--- src/rtl/gen_relojes_multi.sv ---
// rtl/gen_relojes_multi.sv - multi-rate aligned clock generator with programmable divisor
// One prescaler plus one phase counter drive all outputs, so every clk_out edge is aligned.
module gen_relojes_multi #(
   parameter int NUM_CH      = 3,
   parameter int CNT_W       = 16,
   parameter int DEFAULT_DIV = 6
) (
   input  logic              clk_in,
   input  logic              reset_L,
   input  logic              en,
   input  logic [CNT_W-1:0]  div_in,
   input  logic              div_load,
   output logic [NUM_CH-1:0] clk_out,
   output logic [NUM_CH-1:0] rise_stb,
   output logic              running,
   output logic              div_busy,
   output logic              div_err
);

   typedef enum logic {STOPPED = 1'b0, RUN = 1'b1} state_t;

   state_t            state, state_nx;
   logic [CNT_W-1:0]  pre, pre_nx;
   logic [CNT_W-1:0]  active_div, active_nx;
   logic [CNT_W-1:0]  pending, pending_nx;
   logic [CNT_W-1:0]  half;
   logic [NUM_CH-1:0] phase, phase_nx;
   logic [NUM_CH-1:0] stb_nx;
   logic              busy_nx, err_nx;
   logic              wrap, boundary, load_ok;

   assign half     = active_div >> 1;
   assign wrap     = (state == RUN) && (pre == half - CNT_W'(1));
   assign boundary = wrap && (&phase);
   assign load_ok  = !div_in[0] && (div_in >= CNT_W'(2));

   assign clk_out  = phase;
   assign running  = (state == RUN);

   always_comb begin
      state_nx   = state;
      pre_nx     = pre;
      phase_nx   = phase;
      active_nx  = active_div;
      pending_nx = pending;
      busy_nx    = div_busy;
      err_nx     = 1'b0;
      case (state)
         STOPPED: begin
            pre_nx   = '0;
            phase_nx = '0;
            if (div_busy) begin
               active_nx = pending;
               busy_nx   = 1'b0;
            end
            if (en) state_nx = RUN;
         end
         RUN: begin
            if (wrap) begin
               pre_nx   = '0;
               phase_nx = phase + NUM_CH'(1);
            end else begin
               pre_nx = pre + CNT_W'(1);
            end
            // Divisor swap and stop only at the all-low boundary so no phase is truncated.
            if (boundary) begin
               if (div_busy) begin
                  active_nx = pending;
                  busy_nx   = 1'b0;
               end
               if (!en) state_nx = STOPPED;
            end
         end
         default: state_nx = STOPPED;
      endcase
      // A load in the boundary cycle overrides the clear above and waits for the next boundary.
      if (div_load) begin
         if (load_ok) begin
            pending_nx = div_in;
            busy_nx    = 1'b1;
         end else begin
            err_nx = 1'b1;
         end
      end
      stb_nx = phase_nx & ~phase;
   end

   always_ff @(posedge clk_in or negedge reset_L) begin
      if (!reset_L) begin
         state      <= STOPPED;
         pre        <= '0;
         phase      <= '0;
         active_div <= CNT_W'(DEFAULT_DIV);
         pending    <= '0;
         div_busy   <= 1'b0;
         div_err    <= 1'b0;
         rise_stb   <= '0;
      end else begin
         state      <= state_nx;
         pre        <= pre_nx;
         phase      <= phase_nx;
         active_div <= active_nx;
         pending    <= pending_nx;
         div_busy   <= busy_nx;
         div_err    <= err_nx;
         rise_stb   <= stb_nx;
      end
   end

endmodule

--- config.mk ---
export PLATFORM = sky130hd
export DESIGN_NAME = gen_relojes_multi
export DESIGN_NICKNAME = d
export VERILOG_FILES = /design/src/rtl/gen_relojes_multi.sv
export SDC_FILE = /design/constraint.sdc
export NUM_CORES = 1
export LEC_CHECK = 0
export BUFFER_PORTS_ARGS = -buffer_cell sky130_fd_sc_hd__buf_2
export CORE_ASPECT_RATIO = 1.75
export CORE_MARGIN = 5
export CORE_UTILIZATION = 50
export CTS_CLUSTER_DIAMETER = 30
export CTS_CLUSTER_SIZE = 40
export DETAILED_ROUTE_END_ITERATION = 10
export PLACE_DENSITY = 0.69
export SKIP_LAST_GASP = 1
export SLEW_MARGIN = 40
export SYNTH_ARGS = -nofsm -noshare
export SYNTH_HDL_FRONTEND = slang
export SYNTH_SLANG_ARGS = --single-unit
--- constraint.sdc ---
create_clock -name clk_in -period 8 [get_ports clk_in]
set_clock_uncertainty 0.15 [all_clocks]
set_input_delay 0.8 -clock clk_in [delete_from_list [all_inputs] [get_ports clk_in]]
set_output_delay 0.8 -clock clk_in [all_outputs]
set_load 0.005 [all_outputs]
# Word-level counts from Yosys, hierarchy flattened
# Index checks and enable logic that the tools add are counted.
# classes
add_sub_neg	3
order_cmp	1
n_eq_ne	2
mux	16
bitwise_logic	3
reduce_logical	6
# ops
op	n
16-bit case mux with 2 select lines	2
16-bit 2-to-1 mux	3
16-bit by 1-bit adder with 16-bit output, second input constant	1
16-bit equality test	1
16-bit by 2-bit greater-or-equal comparator with 1-bit output, second input constant	1
15-bit by 1-bit subtractor with 16-bit output, second input constant	1
1-bit 2-to-1 mux	7
3-bit case mux with 2 select lines	1
1-bit case mux with 2 select lines	2
3-bit by 1-bit adder with 3-bit output, second input constant	1
3-bit AND	1
1-bit logical AND	3
3-bit 2-to-1 mux	1
3-bit NOT	1
3-bit AND reduction	1
2-bit by 1-bit inequality test with 1-bit output, second input constant	1
2-bit AND reduction	1
1-bit zero test	1
1-bit NOT	1
# totals
reg_bits	57
in_bits	20
out_inout_bits	9
wordCells	39

# Logic depth before layout (Yosys ltp)
# logic_depth
depth_word	8
depth_mapped	11
mapped_depth_nobuf	9

# Least setup slack after synthesis
# Ideal clock, no wire load.
# synth_timing
path_type	register to register
from	register active_div[3]
to	register pre[10]
setup_time_ps	136
t_arrival_ps	2634
required_ps	7714
setup_slack_ps	5079
stages_incl_launch_ff	11
n_path_buf	3
period_less_slack_ps	2921
path_cell_list	dfrtp_1 > buf_6 > or4_4 > and4bb_2 > mux2i_1 > or3b_4 > a211oi_4 > and3_1 > buf_4 > buf_6 > nor3_1
# synth_via
elab_chain_cells	5
# synth_rtl
item	line_no	rtl
start: declaration	24	logic [CNT_W-1:0] active_div, active_nx;
start signal: assignment	93	active_div <= CNT_W'(DEFAULT_DIV);
start signal: assignment	102	active_div <= active_nx;
15-bit by 1-bit subtractor with 16-bit output	33	assign wrap = (state == RUN) && (pre == half - CNT_W'(1));
16-bit equality test	33	
1-bit logical AND	33	
16-bit 2-to-1 mux	59	if (wrap) begin
16-bit case mux with 2 select lines	48	case (state)
via pre_nx[10]	23	logic [CNT_W-1:0] pre, pre_nx;
end signal: assignment	100	pre <= pre_nx;
end: declaration	23	
# The timed path passes the listed nets, and every way through them passes these cells.
# A chain may end at the register's enable or synchronous reset.

# Worst setup path in the final report
# layout_timing
from	register active_div[3]
to	register div_busy
# layout_via
elab_chain_cells	8
# layout_rtl
item	line_no	rtl
15-bit by 1-bit subtractor with 16-bit output *	33	
16-bit equality test *	33	
1-bit logical AND *	33	
1-bit logical AND *	34	assign boundary = wrap && (&phase);
1-bit 2-to-1 mux *	66	if (boundary) begin
1-bit case mux with 2 select lines *	48	
1-bit 2-to-1 mux	78	if (load_ok) begin
1-bit 2-to-1 mux *	77	if (div_load) begin
via busy_nx	29	logic busy_nx, err_nx;
end signal: assignment	104	div_busy <= busy_nx;
end: declaration	16	output logic div_busy,
# The timed path passes the listed nets; every way through them passes the cells marked *.

==> impl_summary.md <==
Final layout
Registers take around 1400 sq um. The number of antenna repair diodes is 0. The relative area change from synthesis to final layout is 8.69%. The area of the multi-input gates is about 1700 sq um. Leaving out filler cells and counting taps, the final layout contains between 300 and 400. The number of nets in the layout is 338.

The fraction of final layout cells sized beyond drive strength 1 is between 20% and 30%. The number of fillers in the final layout is about 580. The final core area utilization is between 50% and 60%.

Die
The height of the chip is approximately 120 microns. The die is ~70 microns wide. The core region is about 6200 sq um.

The count of standard-cell rows is 38. The I/O pin count is 29. For this configuration, the core starts out at a cell density of approximately 50%. The area enclosed by the die boundary is approximately 8000 sq um.

Detailed routing
The detailed router put a total of about 2600 microns of wire on met1. Using the TritonRoute via totals, the vias-per-cell ratio works out to approximately 5.7. For this run, design rule violations remaining after detail routing come to 0. The first routing iteration left 100 violations. In this run the top signal layer used is met4. The total number of vias is 2234.

The number of optimization iterations in the first detailed-route pass is 4. The routed design uses 136 microns of met3 wire. The number of nets with antenna violations after routing is 0.

The average wire per standard cell is ~16 microns. For this block, the routed nets add up to ~6400 microns of wire. After detailed routing, the met2 layer carries between 3000 and 4000 microns of wire.

Synth
The number of warnings reported in the yosys synthesis log is 0. The synthesized area divided by synthesized cell count is approximately 11 sq um. The cell area that synthesis handed to floorplanning was about 3200 sq um. The netlist uses 49 different library cells. Yosys mapped a number of flops with a built-in enable equal to 0.

Ranked by instance count, the synthesized netlist is headed by sky130_fd_sc_hd__dfrtp_1, sky130_fd_sc_hd__mux2i_1, sky130_fd_sc_hd__nor3_1. The primary flip-flop cell chosen by synthesis mapping is sky130_fd_sc_hd__dfrtp_1. The share of flip-flops with an asynchronous set or reset after synthesis is 100%. The cell with the most instances after synthesis is sky130_fd_sc_hd__dfrtp_1. The share of synthesized area in the top cell type comes to between 40% and 50%. Summed over all instances, the cell type with the most area after synthesis is sky130_fd_sc_hd__dfrtp_1. The number of nets handed over by synthesis was 317. The fraction of the yosys area taken by sequential cells is 43.5%. By area the synthesized netlist is led by sky130_fd_sc_hd__dfrtp_1, sky130_fd_sc_hd__mux2i_1, sky130_fd_sc_hd__mux2_2.

The post-synthesis sequential element count is 55. The synthesized instance count is 293.

Worst setup path
The largest single stage delay on the critical path is ~0.67 ns. Data arrives at the worst endpoint at between 3 and 4 ns. The peak fanout along the critical path is 19. STA classifies the critical path endpoint as a flop. The critical path's top delay family is simple AND/OR/NAND/NOR gates. The origin of the worst setup path is active_div[3]. By startpoint and endpoint, the worst setup path is classified as reg2reg.

The required time of the worst setup path is 8.02 ns. Counting both buffers and inverters, the worst setup path holds a total of 0. The kind of start point of the critical path is a flop.

The signal on the critical path passes through or4_4 > and4bb_2 > mux2i_1 > or3b_4 > a211oi_4 > and3_1 > o211ai_1. On the critical path, the stage with the largest delay is an instance of sky130_fd_sc_hd__and3_1. The source of the worst register-to-register timing path is active_div[3].

STA
The number of endpoints with negative hold slack in the final report came to 0. The total count of max-transition violations in the final report came to 0. Setup repair after global routing left no endpoint under its margin. The number of endpoints failing setup at the final stage is 0. Once routing completed, OpenROAD measured the worst setup slack at ~4.6 ns. The relative slew slack is roughly half. The fmax is approximately 0.29 GHz. The fraction of the cycle the final worst path needs is 42.8%. The slew of the pin with the lowest slew margin is around 0.73 ns. The post-route minimum period is 3.43 ns. The final setup TNS is 0 ns.

The worst hold-check slack is 0.342 ns.

Clock network
The clock tree root buffer cell is sky130_fd_sc_hd__clkbuf_8. In this run the number of H-tree levels came out at 2. The count of instances resized after the clock tree is built is 0.

Counting the buffers created by CTS gives 5. After clock tree synthesis, the flow added hold-fix buffers numbering 0. The number of buffers on the longest clock path is 2. TritonCTS built the clock tree.

The later pin in the worst-skew pair is clocked with a latency of ~0.32 ns. The number of sinks handled by clock tree synthesis is 55. Clock-pin slew was measured on the worst setup and hold paths at about 0.10 ns. The post-CTS setup buffer count is 0.

Power and ir drop
Dividing total power by cell area gives a power density of ~280 nW/um^2. The maximum VDD drop is 0.175 mV. Summed over all cells, the static leakage comes to around 1.6 nW.

Placement
Once placement completed, the tool counted placed cells totaling just under 400. The final HPWL from detailed placement is 4740 microns. The count of buffers inserted at the top-level ports is 28.

At the end of routability-driven placement, the weighted congestion stood at roughly 0.9. Prior to clock tree synthesis, the placed netlist has a worst setup slack of roughly 4.6 ns.

Hold path
The beginning of the worst hold path is clk_out[1]. The type of the most critical hold path is reg2reg.

GRT
The overall track demand over capacity in global routing is between 10% and 20%. The pin count of the biggest net entering global routing is 56. The number of global-route vias before repair is 2272.

The initial antenna violation count was 0. Global routing finished with a remaining overflow of 0. The wire length of the first global-routing pass is ~11000 microns.

Job
Across the run, the number of max-cap violations was 0.

Run status
The flow ran to the end, and the final reports show no timing, DRC or antenna violations.
-- registers in the layout, indices dropped and copies added (netlist names) --
signal	flops
rise_stb	3
pending	15
pre	16
active_div	15
div_busy	1
running	1
div_err	1
clk_out	3
-- metrics by stage --
step	area (sq um)	total power, W
floorplan	3170	0.000730
global placement	3340	0.000800
detailed placement	3340	0.000812
CTS	3440	0.000985
global route	3440	0.00105
finish	3440	0.000977
-- power by group --
part	internal, W	switching (W)
Sequential	0.000337	0.0000905
Combinational	0.000186	0.000194
Clock	0.0000789	0.0000904
-- final cells by class --
class,instances,area share (%)
clock inverters,1,0.218
multi-input cells,214,48.6
well taps,80,2.91
inverters,7,0.763
clock buffers,7,2.80
repair buffers,31,4.72
flip-flops and latches,55,40.0
-- metal layers --
metal	vias up	GRT usage (%)
met4	0	5.12
met5	-	0
li1	1092	-
met2	24	31.6
met1	1111	19.6
met3	7	2.62
-- cells in the final DEF, fill, tap and decap left out, drive strengths merged, types with 2 or more instances in the layout --
cell type / n
a2111oi: 2
a211oi: 2
a21oi: 8
a31oi: 2
and3: 5
buf: 31
clkbuf: 7
dfrtp: 53
dfstp: 2
ha: 4
inv: 6
mux2: 15
mux2i: 48
nand2: 11
nand3: 12
nand3b: 2
nand4: 3
nor2: 15
nor2b: 4
nor3: 20
nor3b: 2
nor4: 3
o211ai: 2
o21ai: 4
or3b: 2
or4: 2
xnor2: 16
xor2: 18
-- worst register-to-register path: stages (launching register included) --
cell                       delay [ns]
sky130_fd_sc_hd__dfrtp_1         0.50
sky130_fd_sc_hd__or4_4           0.58
sky130_fd_sc_hd__and4bb_2        0.38
sky130_fd_sc_hd__mux2i_1         0.09
sky130_fd_sc_hd__or3b_4          0.43
sky130_fd_sc_hd__a211oi_4        0.29
sky130_fd_sc_hd__and3_1          0.67
sky130_fd_sc_hd__o211ai_1        0.18
-- final timing paths --
| path | endpoint | slack, ns | depth (start not counted) |
|---|---|---|---|
| setup / recovery | div_busy | 4.57 | 7 |
| hold / removal | rise_stb[1] | 0.34 | 1 |
| setup reg to reg | div_busy | 4.57 | 7 |
| hold reg to reg | rise_stb[1] | 0.34 | 1 |
| max in group asynchronous | active_div[5] | 6.80 | 2 |
| min in group asynchronous | pending[10] | 0.45 | 2 |
-- cells by family (layout without fill, tap and decap cells) --
group                    after synthesis  count (layout)  share of synthesized area [%]
buffers and inverters                 24              46                           3.71
flip-flops                            55              55                           43.5
multiplexers                          63              63                           20.5
AND/OR/NAND/NOR                       86              86                           15.2
AO/OA/AOI/OAI                         27              27                           6.12
XOR/XNOR                              34              34                           9.40
adder cells (fa/ha/maj)                4               4                           1.58
Power figures use the tool's default switching activity.
